==> src/rtl/t03_layer_compositor.sv <==
// t03_layer_compositor
//   Two-stage pixel compositor: NUM_LAYERS prioritised sprite layers over a text
//   layer over a two-band background, with per-frame sprite collision flags.
//   Optional text blink is compiled in when T03_COMPOSITOR_BLINK_EN is defined;
//   without it text is always visible and text_blink is ignored.
module t03_layer_compositor #(
    parameter int                 NUM_LAYERS   = 4,
    parameter int                 COLOR_W      = 8,
    parameter int                 CNT_W        = 11,
    parameter int                 PF_X_MIN     = 37,
    parameter int                 PF_X_MAX     = 600,
    parameter int                 PF_Y_MIN     = 29,
    parameter int                 PF_Y_SPLIT   = 600,
    parameter int                 PF_Y_MAX     = 800,
    parameter logic [COLOR_W-1:0] SKY_COLOR    = 'h57,
    parameter logic [COLOR_W-1:0] GND_COLOR    = 'h14,
    parameter int                 BLINK_FRAMES = 30
) (
    input  logic                             clk,
    input  logic                             rst,
    input  logic [CNT_W-1:0]                 Hcnt,
    input  logic [CNT_W-1:0]                 Vcnt,
    input  logic [NUM_LAYERS*COLOR_W-1:0]    layer_color,
    input  logic [NUM_LAYERS-1:0]            layer_en,
    input  logic [COLOR_W-1:0]               text_sprite,
    input  logic [COLOR_W-1:0]               text_color,
    input  logic                             text_blink,
    input  logic                             collision_clr,
    output logic [COLOR_W-1:0]               color_out,
    output logic [$clog2(NUM_LAYERS):0]      hit_layer,
    output logic                             collision_live,
    output logic                             collision_frame
);

    localparam int HIT_W = $clog2(NUM_LAYERS) + 1;
    localparam logic [HIT_W-1:0] NO_HIT = HIT_W'(NUM_LAYERS);

    localparam logic [CNT_W-1:0] X_MIN   = CNT_W'(PF_X_MIN);
    localparam logic [CNT_W-1:0] X_MAX   = CNT_W'(PF_X_MAX);
    localparam logic [CNT_W-1:0] Y_MIN   = CNT_W'(PF_Y_MIN);
    localparam logic [CNT_W-1:0] Y_SPLIT = CNT_W'(PF_Y_SPLIT);
    localparam logic [CNT_W-1:0] Y_MAX   = CNT_W'(PF_Y_MAX);

    // ------------------------------------------------------------------
    // Per-layer unpacking and opacity
    // ------------------------------------------------------------------
    logic [COLOR_W-1:0]    lcol [NUM_LAYERS];
    logic [NUM_LAYERS-1:0] opaque;

    for (genvar gi = 0; gi < NUM_LAYERS; gi++) begin : g_layer
        assign lcol[gi]   = layer_color[gi*COLOR_W +: COLOR_W];
        assign opaque[gi] = layer_en[gi] && (lcol[gi] != '0);
    end

    // ------------------------------------------------------------------
    // Stage 1 signals
    // ------------------------------------------------------------------
    logic               win_valid_d, win_valid_q;
    logic [HIT_W-1:0]   win_idx_d,   win_idx_q;
    logic [COLOR_W-1:0] win_color_d, win_color_q;
    logic               collide_d,   collide_q;
    logic [COLOR_W-1:0] bg_d,        bg_q;
    logic               fstart_d,    fstart_q;
    logic               text_on_d,   text_on_q;
    logic [COLOR_W-1:0] text_col_d,  text_col_q;
    logic               text_blk_d,  text_blk_q;

    // Stage 1: priority select, overlap detection, background band and frame start
    always_comb begin
        logic multi;
        logic x_in;
        logic y_pf;
        win_valid_d = 1'b0;
        win_idx_d   = NO_HIT;
        win_color_d = '0;
        multi       = 1'b0;
        // Scan from the lowest priority up so the lowest opaque index wins last.
        for (int i = NUM_LAYERS - 1; i >= 0; i--) begin
            if (opaque[i]) begin
                if (win_valid_d) begin
                    multi = 1'b1;
                end
                win_valid_d = 1'b1;
                win_idx_d   = HIT_W'(i);
                win_color_d = lcol[i];
            end
        end

        x_in = (Hcnt > X_MIN) && (Hcnt < X_MAX);
        y_pf = (Vcnt > Y_MIN) && (Vcnt < Y_MAX);
        collide_d = multi && x_in && y_pf;

        bg_d = '0;
        if (x_in) begin
            if ((Vcnt > Y_MIN) && (Vcnt < Y_SPLIT)) begin
                bg_d = SKY_COLOR;
            end else if ((Vcnt >= Y_SPLIT) && (Vcnt < Y_MAX)) begin
                bg_d = GND_COLOR;
            end
        end

        fstart_d   = (Hcnt == '0) && (Vcnt == '0);
        text_on_d  = (text_sprite != '0);
        text_col_d = text_color;
        text_blk_d = text_blink;
    end

    // Stage 1 registers; reset clears in-flight pixel data to a blank, no-hit pixel
    always_ff @(posedge clk) begin
        if (rst) begin
            win_valid_q <= 1'b0;
            win_idx_q   <= NO_HIT;
            win_color_q <= '0;
            collide_q   <= 1'b0;
            bg_q        <= '0;
            fstart_q    <= 1'b0;
            text_on_q   <= 1'b0;
            text_col_q  <= '0;
            text_blk_q  <= 1'b0;
        end else begin
            win_valid_q <= win_valid_d;
            win_idx_q   <= win_idx_d;
            win_color_q <= win_color_d;
            collide_q   <= collide_d;
            bg_q        <= bg_d;
            fstart_q    <= fstart_d;
            text_on_q   <= text_on_d;
            text_col_q  <= text_col_d;
            text_blk_q  <= text_blk_d;
        end
    end

    // ------------------------------------------------------------------
    // Blink phase
    // ------------------------------------------------------------------
    logic blink_phase;
    logic text_vis;

`ifdef T03_COMPOSITOR_BLINK_EN
    localparam int FC_W = (BLINK_FRAMES > 1) ? $clog2(BLINK_FRAMES) : 1;
    localparam logic [FC_W-1:0] FC_LAST = FC_W'(BLINK_FRAMES - 1);

    logic [FC_W-1:0] frame_cnt_d, frame_cnt_q;
    logic            blink_phase_d, blink_phase_q;

    // Frame counter advances on each frame-start pixel; phase flips on wrap
    always_comb begin
        frame_cnt_d   = frame_cnt_q;
        blink_phase_d = blink_phase_q;
        if (fstart_q) begin
            if (frame_cnt_q == FC_LAST) begin
                frame_cnt_d   = '0;
                blink_phase_d = ~blink_phase_q;
            end else begin
                frame_cnt_d = frame_cnt_q + 1'b1;
            end
        end
    end

    // Blink state registers; phase starts visible after reset
    always_ff @(posedge clk) begin
        if (rst) begin
            frame_cnt_q   <= '0;
            blink_phase_q <= 1'b1;
        end else begin
            frame_cnt_q   <= frame_cnt_d;
            blink_phase_q <= blink_phase_d;
        end
    end

    assign blink_phase = blink_phase_q;
    assign text_vis    = text_on_q && (blink_phase || !text_blk_q);
`else
    logic [1:0] unused_blink;
    assign unused_blink = {text_blk_q, (BLINK_FRAMES >= 1)};
    assign blink_phase  = 1'b1;
    assign text_vis     = text_on_q && blink_phase;
`endif

    // ------------------------------------------------------------------
    // Stage 2 signals
    // ------------------------------------------------------------------
    logic [COLOR_W-1:0] color_out_d, color_out_q;
    logic [HIT_W-1:0]   hit_layer_d, hit_layer_q;
    logic               coll_live_d, coll_live_q;
    logic               coll_frame_d, coll_frame_q;

    // Stage 2: final color mux and collision flag bookkeeping
    always_comb begin
        if (win_valid_q) begin
            color_out_d = win_color_q;
            hit_layer_d = win_idx_q;
        end else if (text_vis) begin
            color_out_d = text_col_q;
            hit_layer_d = NO_HIT;
        end else begin
            color_out_d = bg_q;
            hit_layer_d = NO_HIT;
        end

        coll_frame_d = coll_frame_q;
        coll_live_d  = coll_live_q | collide_q;
        // Clear wins over the frame latch but still records this pixel's overlap.
        if (collision_clr) begin
            coll_frame_d = 1'b0;
            coll_live_d  = collide_q;
        end else if (fstart_q) begin
            coll_frame_d = coll_live_q;
            coll_live_d  = collide_q;
        end
    end

    // Stage 2 output registers
    always_ff @(posedge clk) begin
        if (rst) begin
            color_out_q  <= '0;
            hit_layer_q  <= NO_HIT;
            coll_live_q  <= 1'b0;
            coll_frame_q <= 1'b0;
        end else begin
            color_out_q  <= color_out_d;
            hit_layer_q  <= hit_layer_d;
            coll_live_q  <= coll_live_d;
            coll_frame_q <= coll_frame_d;
        end
    end

    assign color_out       = color_out_q;
    assign hit_layer       = hit_layer_q;
    assign collision_live  = coll_live_q;
    assign collision_frame = coll_frame_q;

endmodule

==> config.mk <==
export PLATFORM = sky130hd
export DESIGN_NAME = t03_layer_compositor
export DESIGN_NICKNAME = d
export VERILOG_FILES = /design/src/rtl/t03_layer_compositor.sv
export SDC_FILE = /design/constraint.sdc
export NUM_CORES = 1
export LEC_CHECK = 0
export CAP_MARGIN = 10
export CORE_UTILIZATION = 35
export DETAILED_ROUTE_END_ITERATION = 10
export PLACE_DENSITY = 0.74
export SYNTH_ARGS = -nofsm -noshare
export SYNTH_HDL_FRONTEND = slang
export SYNTH_SLANG_ARGS = --single-unit
==> constraint.sdc <==
create_clock -name clk -period 3.63 [get_ports clk]
set_input_delay 1.089 -clock clk [delete_from_list [all_inputs] [get_ports clk]]
set_output_delay 1.089 -clock clk [all_outputs]
set_load 0.01 [all_outputs]
==> qor.yml <==
run_status: "complete, no violations"
routedWlPerCell_um: 13.0
cts_hold_buf: 0
area_growth_syn_to_layout_pct: 61.5
gp_congestion: 0.850
hold_path_depth: 1
intPower_uw: 700
grt_overflow: 0
post-synth-top-area-cell: "dfxtp_1"
grt_use_total_pct: 17.8
path_cells: "clkdlybuf4s50_1 > or4_1 > or3_1 > o22a_1 > o221ai_2 > a211oi_1"
htree_levels: 2
placed_area_um2: 2600
netlist_instances: 191
syn_area_per_cell_um2: 8.70
vias: 1710
cts_root_buf: "clkbuf_8"
crit_type: "input port to flip-flop"
setup_viol: 0
dr_wl_met2_mm: 2.01
fill_cells: 394
ir_drop_v: 0.000141
io_buffers: 89
clockBufferDepth: 2
cts_sinks: 38
reg2reg_depth: 3
routed_wl_mm: 4.29
nNetsFinal: 358
cp-end-kind: "flip-flop"
max_stage_delay_ns: 0.55
static-leakage-power_uw: 0.000985
hold_viol_final: 0
worst_pin_slew_ns: 0.581
startpoint_type: "input port"
power.density_nw_per_um2: 335
grt_pass1_wl_mm: 7.11
post_cts_buffers: 0
arrival_ns: 2.99
place_hpwl_mm: 3.56
setup_tns_ns: 0
power_frac_clock_pct: 30.0
worstSkewPairLatency_ns: 0.28
reg2reg_from: "win_valid_q"
required_ns: 3.79
switching_power_uw: 200
swShare_pct: 22.2
rows: 24
drive_above_1_share_pct: 3.58
antennaDiodeCount: 0
rsz0062_at_grt: "false"
grt_pass1_vias: 1651
synth-seq-cells: 38
numCtsBuffers: 5
power_frac_seq_pct: 49.6
synth.area.top_cells: "dfxtp_1 (46%), a21oi_1 (7.2%), a221o_1 (4.8%)"
finalPower_uw: 900
placedCellCount: 325
dieArea_um2: 5030
min_from: "win_idx_q[2]"
cpMaxStageDelayCell: "or4_1"
multi_input_area_um2: 851
io_pins: 91
min_to: "hit_layer[2]"
antenna_found_initial: 0
synth.top_cell.area_share_pct: 45.8
wl_met1_mm: 1.95
ys_seq_area_share_pct: 45.8
syn_area_um2: 1660
synth_warnings: 0
r2r_setup_slack_ns: 2.58
hp-class: "flip-flop to flip-flop"
route.top_layer_used: "met4"
syn_nets: 269
max-slew-margin-rel_pct: 61.2
ant_nets: 0
dr_wl_met3_um: 229
rr_endpoint: "color_out[3]"
cts_tree: "yes"
die_w_um: 70.9
cts_resized: 0
drc: 0
firstDrtPassIters: 6
drtIter0Drc: 63
fin_area_um2: 2680
drv_cap: 0
via_per_inst: 5.17
grt_max_degree: 18
post-route-period-util_pct: 77.8
combPwrFrac_pct: 20.4
max_freq_mhz: 354
die_y_um: 70.9
skew_ns: 0.00362
post-route-min-period_ns: 2.83
regArea_um2: 761
clk_pin_slew_ns: 0.06
fin_cells: 331
ys_types: 33
design.core.area_um2: 4440
path_max_fanout: 3
maxSlewViolCount: 0
start_util_pct: 37.4
## stage by stage
step / utilization, % / hold slack [ns] / setup slack [ns]
after global routing: 60.4 / 0.443 / 0.698
after detailed placement: 58.5 / 0.395 / 0.518
after CTS: 60.4 / 0.409 / 0.815
after floorplan: - / 0.386 / 1.10
final: 60.4 / 0.411 / 0.805
after global placement: 58.5 / 0.403 / 0.543
## layout by cell type (no fill, tap or decap)
cell / instances
clkdlybuf4s50_1: 89
dfxtp_1: 38
a21oi_1: 24
nor2_1: 21
nor3_1: 13
nor2b_1: 12
nor4_1: 12
nand2_1: 8
a221o_1: 8
a2bb2oi_1: 8
clkbuf_8: 6
a22oi_1: 3
nand2b_1: 3
a21boi_0: 3
or4_1: 3
a211oi_1: 3
inv_1: 3
buf_4: 3
mux2i_1: 2
and2_1: 2
or3_1: 2
a21o_1: 2
o21a_1: 1
o21ai_1: 1
a211o_1: 1
and3_1: 1
and4_1: 1
o22a_1: 1
o31a_1: 1
nor4b_1: 1
o221ai_2: 1
o21ai_0: 1
nand3_1: 1
## how the worst max path moves through the flow
stage               cells after the start             end  slack [ns]             from
floorplan                               6  win_color_q[0]        1.10  layer_color[12]
global placement                        6       collide_q        0.54         Vcnt[10]
detailed placement                      6       collide_q        0.52          Vcnt[8]
CTS                                     6       collide_q        0.81         Vcnt[10]
global route                            6  win_color_q[7]        0.70  layer_color[12]
finish                                  6       collide_q        0.80         Vcnt[10]
## flip-flops by register name, indices dropped and copies added (netlist names)
signal / cells
win_valid_q: 1
bg_q: 2
color_out: 8
collide_q: 1
hit_layer: 3
win_idx_q: 3
text_col_q: 8
win_color_q: 8
collision_frame: 1
fstart_q: 1
collision_live: 1
text_on_q: 1
## layer usage
metal  vias up  global-route usage [%]
met1       746                    21.2
met3        11                    5.27
met2        62                    30.1
met4         0                    7.11
met5         -                       0
li1        891                       -
## worst max-delay path, delay by kind of cell
kind | cells | cell delay [ns]
compound gates | 3 | 0.54
simple gates | 2 | 0.90
buf+inv | 1 | 0.45
## cells by family (layout without fill, tap and decap cells)
group	after synthesis	in the layout	share of synthesized area, %
and+or+nand+nor	80	80	25.2
AOI/OAI and AO/OA	58	58	24.8
DFF	38	38	45.8
buffers and inverters	13	101	3.01
muxes	2	2	1.20
## power groups by stage
stage | combinational [uW] | clock (uW) | sequential (uW)
2_1_floorplan | 65.9 | 0 | 455
3_3_place_gp | 181 | 0 | 455
3_5_place_dp | 183 | 0 | 456
4_1_cts | 183 | 278 | 446
5_1_grt | 199 | 293 | 448
6_report | 184 | 270 | 446
## synth_stat cells
cell type and instances:
nand2b_1 3, buf_1 1, a221o_1 8, or4_1 3
o22a_1 1, a22oi_1 3, o221ai_2 1, nor4_1 12
dfxtp_1 38, mux2i_1 2, a21o_1 2, nand2_1 8
or3_1 2, and4_1 1, o21a_1 1, a2bb2oi_1 8
nor4b_1 1, a211o_1 1, nor3_1 13, nor2_1 21
nand3_1 1, a21oi_1 24, a211oi_1 3, nor2b_1 12
and3_1 1, clkbuf_1 8, buf_2 1, and2_1 2
a21boi_0 3, inv_1 3, o21ai_1 1, o21ai_0 1
o31a_1 1
## cell type report
class	count	share of cell area, %
multi-input combinational	140	31.7
clock buffer	6	3.08
timing repair buffer	92	34.0
sequential	38	28.3
inverter	3	0.420
tap	52	2.42
Power figures use the tool's default switching activity.
